$ cat config.mk
export PLATFORM = sky130hd
export DESIGN_NAME = adder17_arbiter
export DESIGN_NICKNAME = d
export VERILOG_FILES = /design/src/rtl/adder17_arbiter.sv
export SDC_FILE = /design/constraint.sdc
export NUM_CORES = 1
export LEC_CHECK = 0
export CELL_PAD_IN_SITES_DETAIL_PLACEMENT = 1
export CELL_PAD_IN_SITES_GLOBAL_PLACEMENT = 1
export CORE_AREA = 2 2 93 131
export CTS_BUF_LIST = sky130_fd_sc_hd__clkbuf_8
export DETAILED_ROUTE_END_ITERATION = 6
export DIE_AREA = 0 0 95 133
export PLACE_DENSITY = 0.94
export SYNTH_ARGS = -nofsm -noshare
export SYNTH_HDL_FRONTEND = slang
export SYNTH_SLANG_ARGS = --single-unit
$ cat constraint.sdc
create_clock -name clk -period 5 [get_ports clk]
set_clock_uncertainty 0.05 [all_clocks]
set_input_delay 0.5 -clock clk [delete_from_list [all_inputs] [get_ports clk]]
set_output_delay 0.5 -clock clk [all_outputs]
set_load 0.02 [all_outputs]
$ cat src/rtl/adder17_arbiter.sv
// Round-robin arbiter that time-shares one external 17+17->18-bit unsigned adder
// among NUM_REQ requesters, one transaction in flight, results tagged by requester ID.
module adder17_arbiter #(
    parameter int NUM_REQ = 4,
    parameter int ID_W    = 2
) (
    input  logic                    clk,
    input  logic                    rst,
    input  logic [NUM_REQ-1:0]      req_valid,
    input  logic [17*NUM_REQ-1:0]   req_a,
    input  logic [17*NUM_REQ-1:0]   req_b,
    output logic [NUM_REQ-1:0]      req_ready,
    output logic [0:16]             add_a,
    output logic [0:16]             add_b,
    input  logic [0:17]             add_sum,
    output logic                    res_valid,
    output logic [ID_W-1:0]         res_id,
    output logic [0:17]             res_data,
    input  logic                    res_ready
);

    typedef enum logic [1:0] {
        S_IDLE,
        S_ADD,
        S_RESP
    } state_t;

    state_t             r_state;
    state_t             w_state_nxt;
    logic [ID_W-1:0]    r_ptr;
    logic [ID_W-1:0]    r_pend_id;
    logic [ID_W-1:0]    w_grant_idx;
    logic [ID_W-1:0]    w_ptr_nxt;
    logic               w_found;
    logic               w_allow;
    logic               w_accept;
    logic [0:16]        r_add_a;
    logic [0:16]        r_add_b;
    logic [0:17]        r_res_data;
    logic [ID_W-1:0]    r_res_id;

    // Lowest valid index at or above the pointer wins; otherwise lowest below it.
    // The second loop overrides the first, so the wrap-around region only wins when
    // nothing at or above the pointer is requesting.
    always_comb begin
        w_grant_idx = '0;
        w_found     = 1'b0;
        for (int i = NUM_REQ - 1; i >= 0; i--) begin
            if (req_valid[i] && (ID_W'(i) < r_ptr)) begin
                w_grant_idx = ID_W'(i);
                w_found     = 1'b1;
            end
        end
        for (int i = NUM_REQ - 1; i >= 0; i--) begin
            if (req_valid[i] && (ID_W'(i) >= r_ptr)) begin
                w_grant_idx = ID_W'(i);
                w_found     = 1'b1;
            end
        end
    end

    assign w_allow   = !rst && ((r_state == S_IDLE) || ((r_state == S_RESP) && res_ready));
    assign w_accept  = w_allow && w_found;
    assign req_ready = w_accept ? (NUM_REQ'(1) << w_grant_idx) : '0;
    assign w_ptr_nxt = (w_grant_idx == ID_W'(NUM_REQ - 1)) ? '0 : w_grant_idx + 1'b1;

    always_comb begin
        w_state_nxt = r_state;
        case (r_state)
            S_IDLE: begin
                if (w_accept) w_state_nxt = S_ADD;
            end
            S_ADD: begin
                w_state_nxt = S_RESP;
            end
            S_RESP: begin
                if (res_ready) w_state_nxt = w_accept ? S_ADD : S_IDLE;
            end
            default: begin
                w_state_nxt = S_IDLE;
            end
        endcase
    end

    always_ff @(posedge clk or posedge rst) begin
        if (rst) begin
            r_state <= S_IDLE;
            r_ptr   <= '0;
        end else begin
            r_state <= w_state_nxt;
            if (w_accept) r_ptr <= w_ptr_nxt;
        end
    end

    // Operands stay put outside ADD; the sum is captured exactly once per transaction.
    always_ff @(posedge clk or posedge rst) begin
        if (rst) begin
            r_add_a    <= '0;
            r_add_b    <= '0;
            r_pend_id  <= '0;
            r_res_data <= '0;
            r_res_id   <= '0;
        end else begin
            if (w_accept) begin
                r_add_a   <= req_a[17*w_grant_idx +: 17];
                r_add_b   <= req_b[17*w_grant_idx +: 17];
                r_pend_id <= w_grant_idx;
            end
            if (r_state == S_ADD) begin
                r_res_data <= add_sum;
                r_res_id   <= r_pend_id;
            end
        end
    end

    assign add_a     = r_add_a;
    assign add_b     = r_add_b;
    assign res_valid = (r_state == S_RESP);
    assign res_id    = r_res_id;
    assign res_data  = r_res_data;

endmodule

==> results.yml <==
status:
  status: "finished clean"
floorplan:
  die_width_um: 95
  dieHeight_um: 133
  start_util_pct: 28.0
  rows: 47
  dieArea_sq_um: 12600
  io_pins: 220
  fp.coreArea_sq_um: 11600
synth:
  syn_area_per_cell_sq_um: 11.7
  synthTopCellsByArea: "dfrtp_1, mux2i_1, o221ai_1"
  synth_warnings: 0
  synth_area_sq_um: 3240
  synth_top_area_share_pct: 46.4
  ys_seq_area_share_pct: 46.4
  synth_cell_types: 26
  syn_nets: 441
  synth_top_cell_by_area: "dfrtp_1"
  ys_ff_latch: 60
  postSynthCellCount: 276
cts:
  post_cts.repair.setup_buffers: 0
  ctsHtreeMaxLevel: 3
  worstSkewPairLatency_ns: 0.33
  cts_max_path_buffers: 2
  hold_buffers: 0
  cts_resized: 0
  clock-sinks: 60
  cts_made_buffers: 9
  clkTransAtPathRegs_ns: 0.07
  cts_tree: "built"
  root_buffer: "clkbuf_8"
finish:
  final_area_sq_um: 5720
  fin_cells: 643
  final_cell_mix: "clkdlybuf4s50_1, mux2i_1, dfrtp_1"
  antenna_cells: 0
  layout_commonest_cell: "clkdlybuf4s50_1"
  layout.nets: 656
  syn2layout_area_growth_pct: 76.6
  drive_gt1_share_pct: 6.45
timing:
  finalHoldViolCount: 0
  fin_crit_ns: 3.42
  drv_slew: 0
  fin_crit_sh_pct: 68.3
  fmax_mhz: 293
  max_slew_margin_pct: 33.2
  tightest_slew_ns: 1.00
  rsz0062_at_grt: "no"
  timing.setup.tns_ns: 0
  whs_ns: 0.356
  setup_viol: 0
global_route:
  grt_pass1_vias: 3662
  grt_max_degree: 54
  grt_usage_pct: 18.9
  gr-total-overflow: 0
  grt_antenna_before_repair: 0
  grt_first_pass_wirelength_mm: 18.2
placed_design:
  gp_congestion: 0.794
  dp.cells: 627
  dpl.hpwl_mm: 9.75
  dpl_cell_area_sq_um: 5530
  port_buffers: 219
routing:
  routed_via_density: 4.87
  wire_per_inst_um: 18.7
  drt_pass1_iterations: 4
  wl_mm: 12.0
  first_iter_violations: 58
  num_vias: 3130
  route.detailed.drc: 0
  ant_nets: 0
power_and_ir_drop:
  power.density_nw_per_um2: 492
  power_mw: 2.81
  vdd_drop_max_mv: 0.192
  leakage_nw: 2.52
setup_path:
  crit_path_start_kind: "input port"
  cp.arrival_ns: 2.87
  path_class: "input port to output port"
  endpoint_kind: "output port"
  cp_max_fo: 5
  required_ns: 4.45
hold_path:
  hp-class: "input port to asynchronous set/reset pin"
job:
  cap_viol_max_count: 0
[critical path: stages]
cell	delay [ns]
clkdlybuf4s50_1	0.57
nor2b_1	0.23
nor2_1	0.08
o22ai_1	0.41
inv_1	0.15
ha_1	0.23
and2_1	0.14
clkdlybuf4s50_1	0.55
[synth_stat cells]
cell type,instances
o221a_1,1
buf_6,7
nor2_1,2
buf_2,5
o22ai_1,2
buf_4,5
nand2b_1,2
nand2_1,39
and2_1,4
inv_1,4
mux2_1,17
a21oi_1,2
o41ai_2,1
clkbuf_1,4
mux2_2,3
mux2i_1,68
ha_1,4
a21o_1,1
dfrtp_1,60
inv_2,3
o221ai_1,34
a211oi_1,1
o21ai_1,2
a21bo_2,1
nor3_1,1
nor2b_1,3
[final timing paths]
| path | from | end | slack, ns | cells past startpoint |
|---|---|---|---|---|
| min in group clk | r_pend_id[1]$_DFFE_PP0P_ | r_pend_id[1]$_DFFE_PP0P_ | 0.43 | 2 |
| setup / recovery | req_valid[0] | req_ready[3] | 1.58 | 8 |
| hold reg to reg | r_pend_id[1]$_DFFE_PP0P_ | r_pend_id[1]$_DFFE_PP0P_ | 0.43 | 2 |
| hold / removal | rst | res_data[17]$_DFFE_PP0N_ | 0.36 | 2 |
| max in group asynchronous | rst | add_a[7]$_DFFE_PP0P_ | 3.63 | 3 |
| setup reg to reg | r_state[1]$_DFFE_PP0P_ | add_b[2]$_DFFE_PP0P_ | 2.35 | 7 |
[through the flow]
step / util [%] / setup WS (ns)
2_1_floorplan: - / 2.82
3_3_place_gp: 47.7 / 1.70
3_5_place_dp: 47.7 / 1.56
4_1_cts: 49.4 / 1.55
5_1_grt: 49.4 / 1.46
6_report: 49.4 / 1.58
[power breakdown]
group          switching, mW  leakage, nW  internal (mW)
Clock                  0.199       0.0910          0.227
Sequential             0.131        0.729          0.708
Combinational          0.776         1.70          0.770
Total                   1.11         2.52           1.71
[layer usage]
metal	up-vias	wire, um	global-route usage (%)
li1	1448	-	-
met1	1516	3940	17.2
met2	134	6900	37.4
met3	32	775	4.38
met4	0	402	9.10
met5	-	0	0
[flip-flops by register name, indices dropped and copies added, names as in the netlist]
register / count
r_pend_id: 2
r_ptr: 2
add_b: 17
add_a: 17
r_state: 2
res_id: 2
res_data: 18
[cells by family after synthesis]
group	count (synthesis)	share of synthesized area, %
AND/OR/NAND/NOR	51	6.65
adder cells (fa/ha/maj)	4	1.55
multiplexers	88	28.0
AO/OA/AOI/OAI	45	11.8
buffers and inverters	28	5.64
flip-flops	60	46.4
[layout make-up]
class / count / area, sq um
flip-flops and latches: 60 / 1500
well taps: 147 / 184
clock buffers: 9 / 124
fillers: 1245 / 5870
repair buffers: 225 / 2240
multi-input cells: 188 / 1580
inverters: 7 / 26.3
clock inverters: 7 / 67.6
No activity file was read; power rests on OpenSTA's default activity.
